### config.mk
export PLATFORM = sky130hd
export DESIGN_NAME = dds_uart_tx_core_flat
export DESIGN_NICKNAME = d
export VERILOG_FILES = /design/src/rtl/dds_uart_pkg.sv /design/src/rtl/dds_uart_tx_core_if.sv /design/src/rtl/dds_sine_lut.sv /design/src/rtl/dds_uart_tx_core.sv /design/src/flat_wrapper.sv
export SDC_FILE = /design/constraint.sdc
export NUM_CORES = 1
export LEC_CHECK = 0
export ABC_AREA = 1
export ABC_CLOCK_PERIOD_IN_PS = 4400
export CELL_PAD_IN_SITES_DETAIL_PLACEMENT = 1
export CELL_PAD_IN_SITES_GLOBAL_PLACEMENT = 1
export CORE_MARGIN = 2
export CORE_UTILIZATION = 34
export CTS_BUF_LIST = sky130_fd_sc_hd__clkbuf_8 sky130_fd_sc_hd__clkbuf_16
export CTS_CLUSTER_SIZE = 10
export DETAILED_ROUTE_END_ITERATION = 12
export GPL_TIMING_DRIVEN = 1
export HOLD_SLACK_MARGIN = 0.15
export PLACE_DENSITY_LB_ADDON = 0.08
export SYNTH_ARGS = -nofsm -noshare
export SYNTH_HDL_FRONTEND = slang
export SYNTH_HIERARCHICAL = 1
export SYNTH_SLANG_ARGS = --single-unit
### constraint.sdc
create_clock -name clk_50m -period 4.4 [get_ports clk_50m]
set_clock_uncertainty 0.15 [all_clocks]
set_input_delay 0.44 -clock clk_50m [delete_from_list [all_inputs] [get_ports clk_50m]]
set_output_delay 0.44 -clock clk_50m [all_outputs]
set_load 0.03 [all_outputs]
### src/rtl/dds_uart_pkg.sv
// Shared types and constants for the DDS sine source and the UART transmitter.
package dds_uart_pkg;

    localparam int         DDS_QUARTER = 64;
    localparam logic [7:0] DAC_MID     = 8'd128;
    localparam logic [7:0] DAC_PEAK    = 8'd255;

    typedef enum logic [2:0] {
        TX_IDLE,
        TX_START,
        TX_DATA,
        TX_PARITY,
        TX_STOP
    } tx_state_t;

    // 128 + round(127 * sin(2*pi*k/256)) for k = 0..63
    localparam logic [7:0] SINE_QUARTER [DDS_QUARTER] = '{
        8'd128, 8'd131, 8'd134, 8'd137, 8'd140, 8'd144, 8'd147, 8'd150,
        8'd153, 8'd156, 8'd159, 8'd162, 8'd165, 8'd168, 8'd171, 8'd174,
        8'd177, 8'd179, 8'd182, 8'd185, 8'd188, 8'd191, 8'd193, 8'd196,
        8'd199, 8'd201, 8'd204, 8'd206, 8'd209, 8'd211, 8'd213, 8'd216,
        8'd218, 8'd220, 8'd222, 8'd224, 8'd226, 8'd228, 8'd230, 8'd232,
        8'd234, 8'd235, 8'd237, 8'd239, 8'd240, 8'd241, 8'd243, 8'd244,
        8'd245, 8'd246, 8'd248, 8'd249, 8'd250, 8'd250, 8'd251, 8'd252,
        8'd253, 8'd253, 8'd254, 8'd254, 8'd254, 8'd255, 8'd255, 8'd255
    };

    // Quarter-wave lookup over 0..64; the peak at 64 lies just outside the table.
    function automatic logic [7:0] quarter_sample(input logic [6:0] m);
        if (m >= 7'(DDS_QUARTER)) begin
            return DAC_PEAK;
        end
        return SINE_QUARTER[m[5:0]];
    endfunction

endpackage

### src/rtl/dds_uart_tx_core_if.sv
// FIFO-to-UART handshake and serial line bundle.
interface dds_uart_tx_core_if;
    logic [7:0] din;
    logic       wr_en;
    logic       read_fifo_flag;
    logic       tx;
    logic       tx_busy;

    modport master (
        output din,
        output wr_en,
        input  read_fifo_flag,
        input  tx,
        input  tx_busy
    );

    modport slave (
        input  din,
        input  wr_en,
        output read_fifo_flag,
        output tx,
        output tx_busy
    );
endinterface

### src/rtl/dds_sine_lut.sv
// Full-wave 8-bit sine sample built from the quarter-wave table by symmetry folding.
module dds_sine_lut
    import dds_uart_pkg::*;
(
    input  logic [7:0] addr,
    output logic [7:0] sample
);

    logic [1:0] quadrant;
    logic [5:0] idx;
    logic [6:0] mirror;
    logic [7:0] mag;

    assign quadrant = addr[7:6];
    assign idx      = addr[5:0];
    assign mirror   = 7'(DDS_QUARTER) - {1'b0, idx};

    // Odd quadrants read the table backwards; the lower half-cycle reflects about mid-scale.
    always_comb begin
        mag    = quadrant[0] ? quarter_sample(mirror) : quarter_sample({1'b0, idx});
        sample = quadrant[1] ? 8'(9'd256 - {1'b0, mag}) : mag;
    end

endmodule

### src/rtl/dds_uart_tx_core.sv
// Baud ticks, FIFO-fed UART transmitter and 32-bit DDS I/Q sine source.
// Define UART_TX_PARITY_EN for an even-parity bit between data and stop (11-bit frame).
//
// state     | meaning
// TX_IDLE   | line high, waiting for a byte on a baud tick
// TX_START  | start bit (low)
// TX_DATA   | eight data bits, LSB first
// TX_PARITY | even parity bit (parity build only)
// TX_STOP   | stop bit (high); may chain straight into the next start bit
module dds_uart_tx_core
    import dds_uart_pkg::*;
#(
    parameter int CLK_FREQ = 50_000_000,
    parameter int BAUD     = 115200
) (
    input  logic              clk_50m,
    input  logic              reset,
    input  logic [31:0]       freq_tuning_word,
    input  logic              phase_accumulator_reset,
    output logic [7:0]        dac_data,
    output logic [7:0]        q_dac_data,
    output logic              txclk_en,
    output logic              rxclk_en,
    dds_uart_tx_core_if.slave fifo
);

    localparam int TX_DIV   = CLK_FREQ / BAUD;
    localparam int RX_DIV   = CLK_FREQ / (BAUD * 16);
    localparam int TX_CNT_W = $clog2(TX_DIV);
    localparam int RX_CNT_W = $clog2(RX_DIV);

    logic [TX_CNT_W-1:0] tx_cnt;
    logic [RX_CNT_W-1:0] rx_cnt;

    assign txclk_en = (tx_cnt == TX_CNT_W'(TX_DIV - 1));
    assign rxclk_en = (rx_cnt == RX_CNT_W'(RX_DIV - 1));

    always_ff @(posedge clk_50m) begin
        if (reset) begin
            tx_cnt <= '0;
            rx_cnt <= '0;
        end else begin
            tx_cnt <= txclk_en ? '0 : tx_cnt + TX_CNT_W'(1);
            rx_cnt <= rxclk_en ? '0 : rx_cnt + RX_CNT_W'(1);
        end
    end

    tx_state_t  state, state_nxt;
    logic [7:0] data_q, data_nxt;
    logic [2:0] bit_idx, bit_nxt;
    logic       tx_q, tx_nxt;
    logic       pop;

    always_ff @(posedge clk_50m) begin
        if (reset) begin
            state   <= TX_IDLE;
            data_q  <= '0;
            bit_idx <= '0;
            tx_q    <= 1'b1;
        end else begin
            state   <= state_nxt;
            data_q  <= data_nxt;
            bit_idx <= bit_nxt;
            tx_q    <= tx_nxt;
        end
    end

    always_comb begin
        state_nxt = state;
        data_nxt  = data_q;
        bit_nxt   = bit_idx;
        tx_nxt    = tx_q;
        pop       = 1'b0;
        if (txclk_en) begin
            case (state)
                // End of stop bit behaves like idle so a waiting byte chains with no gap.
                TX_IDLE, TX_STOP: begin
                    tx_nxt    = 1'b1;
                    state_nxt = TX_IDLE;
                    if (fifo.wr_en) begin
                        pop       = 1'b1;
                        data_nxt  = fifo.din;
                        tx_nxt    = 1'b0;
                        state_nxt = TX_START;
                    end
                end
                TX_START: begin
                    tx_nxt    = data_q[0];
                    bit_nxt   = 3'd0;
                    state_nxt = TX_DATA;
                end
                TX_DATA: begin
                    if (bit_idx == 3'd7) begin
`ifdef UART_TX_PARITY_EN
                        tx_nxt    = ^data_q;
                        state_nxt = TX_PARITY;
`else
                        tx_nxt    = 1'b1;
                        state_nxt = TX_STOP;
`endif
                    end else begin
                        bit_nxt = bit_idx + 3'd1;
                        tx_nxt  = data_q[bit_idx + 3'd1];
                    end
                end
`ifdef UART_TX_PARITY_EN
                TX_PARITY: begin
                    tx_nxt    = 1'b1;
                    state_nxt = TX_STOP;
                end
`endif
                default: begin
                    tx_nxt    = 1'b1;
                    state_nxt = TX_IDLE;
                end
            endcase
        end
    end

    assign fifo.tx             = tx_q;
    assign fifo.tx_busy        = (state != TX_IDLE);
    assign fifo.read_fifo_flag = pop & ~reset;

    logic [31:0] phase_acc;
    logic [7:0]  addr_i, addr_q;
    logic [7:0]  lut_i, lut_q;

    assign addr_i = phase_acc[31:24];
    assign addr_q = addr_i + 8'(DDS_QUARTER);

    dds_sine_lut u_lut_i (.addr(addr_i), .sample(lut_i));
    dds_sine_lut u_lut_q (.addr(addr_q), .sample(lut_q));

    always_ff @(posedge clk_50m) begin
        if (reset) begin
            phase_acc  <= '0;
            dac_data   <= DAC_MID;
            q_dac_data <= DAC_PEAK;
        end else begin
            phase_acc  <= phase_accumulator_reset ? '0 : phase_acc + freq_tuning_word;
            dac_data   <= lut_i;
            q_dac_data <= lut_q;
        end
    end

endmodule

### src/flat_wrapper.sv
// flat-port wrapper written by rule: the top's interface ports become plain ports
module dds_uart_tx_core_flat import dds_uart_pkg::*;
#(
    parameter int CLK_FREQ = 50_000_000,
    parameter int BAUD     = 115200
)
  (clk_50m, reset, freq_tuning_word, phase_accumulator_reset, dac_data, q_dac_data, txclk_en, rxclk_en, fifo_din, fifo_wr_en, fifo_read_fifo_flag, fifo_tx, fifo_tx_busy);
  dds_uart_tx_core_if fifo_i ();
  input  logic clk_50m;
  input  logic reset;
  input  logic [31:0] freq_tuning_word;
  input  logic phase_accumulator_reset;
  output logic [7:0] dac_data;
  output logic [7:0] q_dac_data;
  output logic txclk_en;
  output logic rxclk_en;
  input wire logic [$bits(fifo_i.din)-1:0] fifo_din;
  input wire logic [$bits(fifo_i.wr_en)-1:0] fifo_wr_en;
  output wire logic [$bits(fifo_i.read_fifo_flag)-1:0] fifo_read_fifo_flag;
  output wire logic [$bits(fifo_i.tx)-1:0] fifo_tx;
  output wire logic [$bits(fifo_i.tx_busy)-1:0] fifo_tx_busy;
  assign fifo_i.din = fifo_din;
  assign fifo_i.wr_en = fifo_wr_en;
  assign fifo_read_fifo_flag = fifo_i.read_fifo_flag;
  assign fifo_tx = fifo_i.tx;
  assign fifo_tx_busy = fifo_i.tx_busy;
  dds_uart_tx_core #(.CLK_FREQ(CLK_FREQ), .BAUD(BAUD)) u_core (.clk_50m(clk_50m), .reset(reset), .freq_tuning_word(freq_tuning_word), .phase_accumulator_reset(phase_accumulator_reset), .dac_data(dac_data), .q_dac_data(q_dac_data), .txclk_en(txclk_en), .rxclk_en(rxclk_en), .fifo(fifo_i));
endmodule
==> flow_summary.yaml <==
status:
  outcome: "complete, no violations"
cells_and_area:
  fin_area_mm2: 0.00941
  post-route-util: 0.399
  area_delta_synth_final_pct: 14.7
  multi_input_area_mm2: 0.00560
  layout.area.seq_mm2: 0.00154
  fill_cells: 3271
  layout-drive-gt1-share: 0.105
  nets: 1566
  antenna_cells: 0
floorplanning:
  ios: 65
  die_y_um: 159
  start_util: 0.348
  die-area_mm2: 0.0254
  core_mm2: 0.0236
  rows: 56
  die_width_um: 159
cts:
  clkTransAtPathRegs_ns: 0.07
  cts_tree: "built"
  cts_made_buffers: 9
  clockBufferDepth: 2
  cts_post_setup_buffers_inserted: 0
  clock_latency_ns: 0.35
  postCtsHoldBufs: 0
  cts_num_sinks: 77
  htreeDepth: 3
  clockRootBuffer: "clkbuf_16"
  cts_resized: 0
routing:
  vias_per_cell: 4.89
  drc_errors: 0
  wl_mm: 26.2
  vias: 8758
  drtIter0Drc: 365
  routedWlPerCell_um: 14.6
  drtPass1Iterations: 5
  postRouteAntennaNets: 0
sta:
  holdWs_ns: 0.294
  rsz0062_at_grt: "false"
  finalSetupViolations: 0
  tightest_slew_ns: 0.777
  post-route-period-util: 0.854
  slew_viol_final: 0
  finalHoldViolCount: 0
  period_minus_slack_ns: 3.76
  max_freq_mhz: 266
  fin_setup_tns_ns: 0
  slew_headroom: 0.481
  setup_slack_ns: 0.643
worst_setup_path:
  setup.worst_path.end_class: "flop"
  critPathKind: "reg -> reg"
  critPathLaunchType: "flop"
  crit_fanout: 16
  required_ns: 4.48
  crit_arrival_ns: 3.84
yosys:
  synth_seq_area_share: 0.188
  synth_compound_area_frac: 0.134
  synthCells: 1415
  synth_edf_count: 0
  synth_area_per_cell_um2: 5.80
  async_flop_share: 0
  ys_ff_latch: 77
  synth-adder-area-share: 0.0863
  synth_top_family_by_area: "simple AND/OR/NAND/NOR gates"
  synthMuxAreaShare: 0
  syn-num-nets: 1515
  yosysUniqueCellTypes: 56
  netlist_area_mm2: 0.00821
  ys.flop_type: "dfxtp_1"
  synthSimpleGateAreaFrac: 0.443
  synth_xor_area_frac: 0.0192
  ys_warn_count: 6
grt:
  antenna_found_initial: 0
  first_global_vias: 8735
  grt_overflow: 0
  grt_use_total: 0.208
  grt_pass1_wl_mm: 43.6
  grt_max_degree: 31
hold_path:
  hp-class: "reg -> reg"
job:
  cap_violations: 0
placed_design:
  place.detailed.hpwl_mm: 20.9
  place_worst_setup_slack_ns: 0.714
  place_area_mm2: 0.00911
  numPortBuffers: 64
  place.gp.congestion: 0.887
power_and_ir_drop:
  power_leakage_nw: 4.76
  powerDensity_mw_per_mm2: 322
  irDropWorstVdd_mv: 0.149
## cells in the final DEF (no fill, tap or decap), types with 16 or more instances in the layout
cell	n
ha_1	55
o21ai_1	19
o21ai_0	68
inv_1	192
nand3_1	132
clkdlybuf4s50_1	64
a21oi_1	78
dfxtp_1	77
nand2_2	41
nand2_1	443
nor2_1	116
inv_2	23
nor2_2	16
## flip-flops by register name (all words and copies together) (netlist names)
register           flops
u_core/data_q          8
u_core/bit_idx         3
u_core/state           3
u_core/rx_cnt          5
u_core/fifo.tx         1
u_core/phase_acc      32
u_core/q_dac_data      8
u_core/dac_data        8
u_core/tx_cnt          9
## logic make-up after synthesis
group                    count (synthesis)
AO/OA/AOI/OAI                          201
adder cells (fa/ha/maj)                 56
buffers and inverters                  255
AND/OR/NAND/NOR                        811
XOR/XNOR                                15
flip-flops                              77
## where the power goes
group / internal, mW / switching (mW)
clock network: 0.451 / 0.356
logic: 0.494 / 0.949
registers: 0.754 / 0.0235
## per-stage QoR
stage / std cells / power [mW]
4_1_cts: 1790 / 3.07
5_1_grt: 1790 / 3.29
3_3_place_gp: 1774 / 2.22
6_report: 1790 / 3.03
3_5_place_dp: 1774 / 2.24
2_1_floorplan: 1415 / 1.86
## cells in the mapped netlist (11+ instances only)
cell type / n / area share
nand3_1: 132 / 0.080
nand4_1: 11 / 0.0084
nand3_2: 12 / 0.015
inv_2: 23 / 0.011
o21ai_0: 68 / 0.041
or2_2: 11 / 0.0084
a21oi_1: 78 / 0.048
nor2_2: 15 / 0.011
o21ai_1: 19 / 0.012
nand2_1: 443 / 0.20
ha_1: 55 / 0.084
buf_2: 12 / 0.0073
inv_1: 192 / 0.088
dfxtp_1: 77 / 0.19
nand2_2: 41 / 0.031
nor2_1: 117 / 0.054
## worst paths after layout
path	start	endpoint	slack, ns	depth (start not counted)
max reg2reg	u_core/phase_acc[24]	u_core/q_dac_data[6]	0.64	23
min	u_core/data_q[7]	u_core/data_q[7]	0.29	2
min reg2reg	u_core/data_q[7]	u_core/data_q[7]	0.29	2
max	u_core/phase_acc[24]	u_core/q_dac_data[6]	0.64	23
## layout make-up
type,count,share of cell area
clock buffers,9,0.0239
clock inverters,7,0.00851
inverters,219,0.0883
multi-input cells,1083,0.595
flip-flops and latches,77,0.164
well taps,319,0.0424
repair buffers,76,0.0776
## worst max-delay path: stages (launching register included)
cell,delay (ns)
dfxtp_1,0.33
inv_2,0.13
ha_1,0.26
inv_1,0.11
ha_1,0.60
inv_1,0.32
nand2_1,0.18
nand2_1,0.06
nor2_1,0.10
nand2_1,0.07
nand3_1,0.08
nand2_1,0.07
nand2_1,0.06
nand3_1,0.08
nand2_1,0.13
ha_1,0.21
nand2_1,0.06
nor2_1,0.10
nand2_1,0.07
nand2_1,0.06
nand2_1,0.06
nand2_1,0.06
inv_1,0.04
or2_2,0.26
## layer usage
metal / global-route usage / vias up / part of all wire
met2: 0.359 / 132 / 0.47
li1: - / 4578 / -
met3: 0.0182 / 35 / 0.026
met4: 0.0711 / 0 / 0.027
met1: 0.272 / 4013 / 0.48
met5: 0 / - / 0
Note: power is estimated with default switching activity, not from simulation.
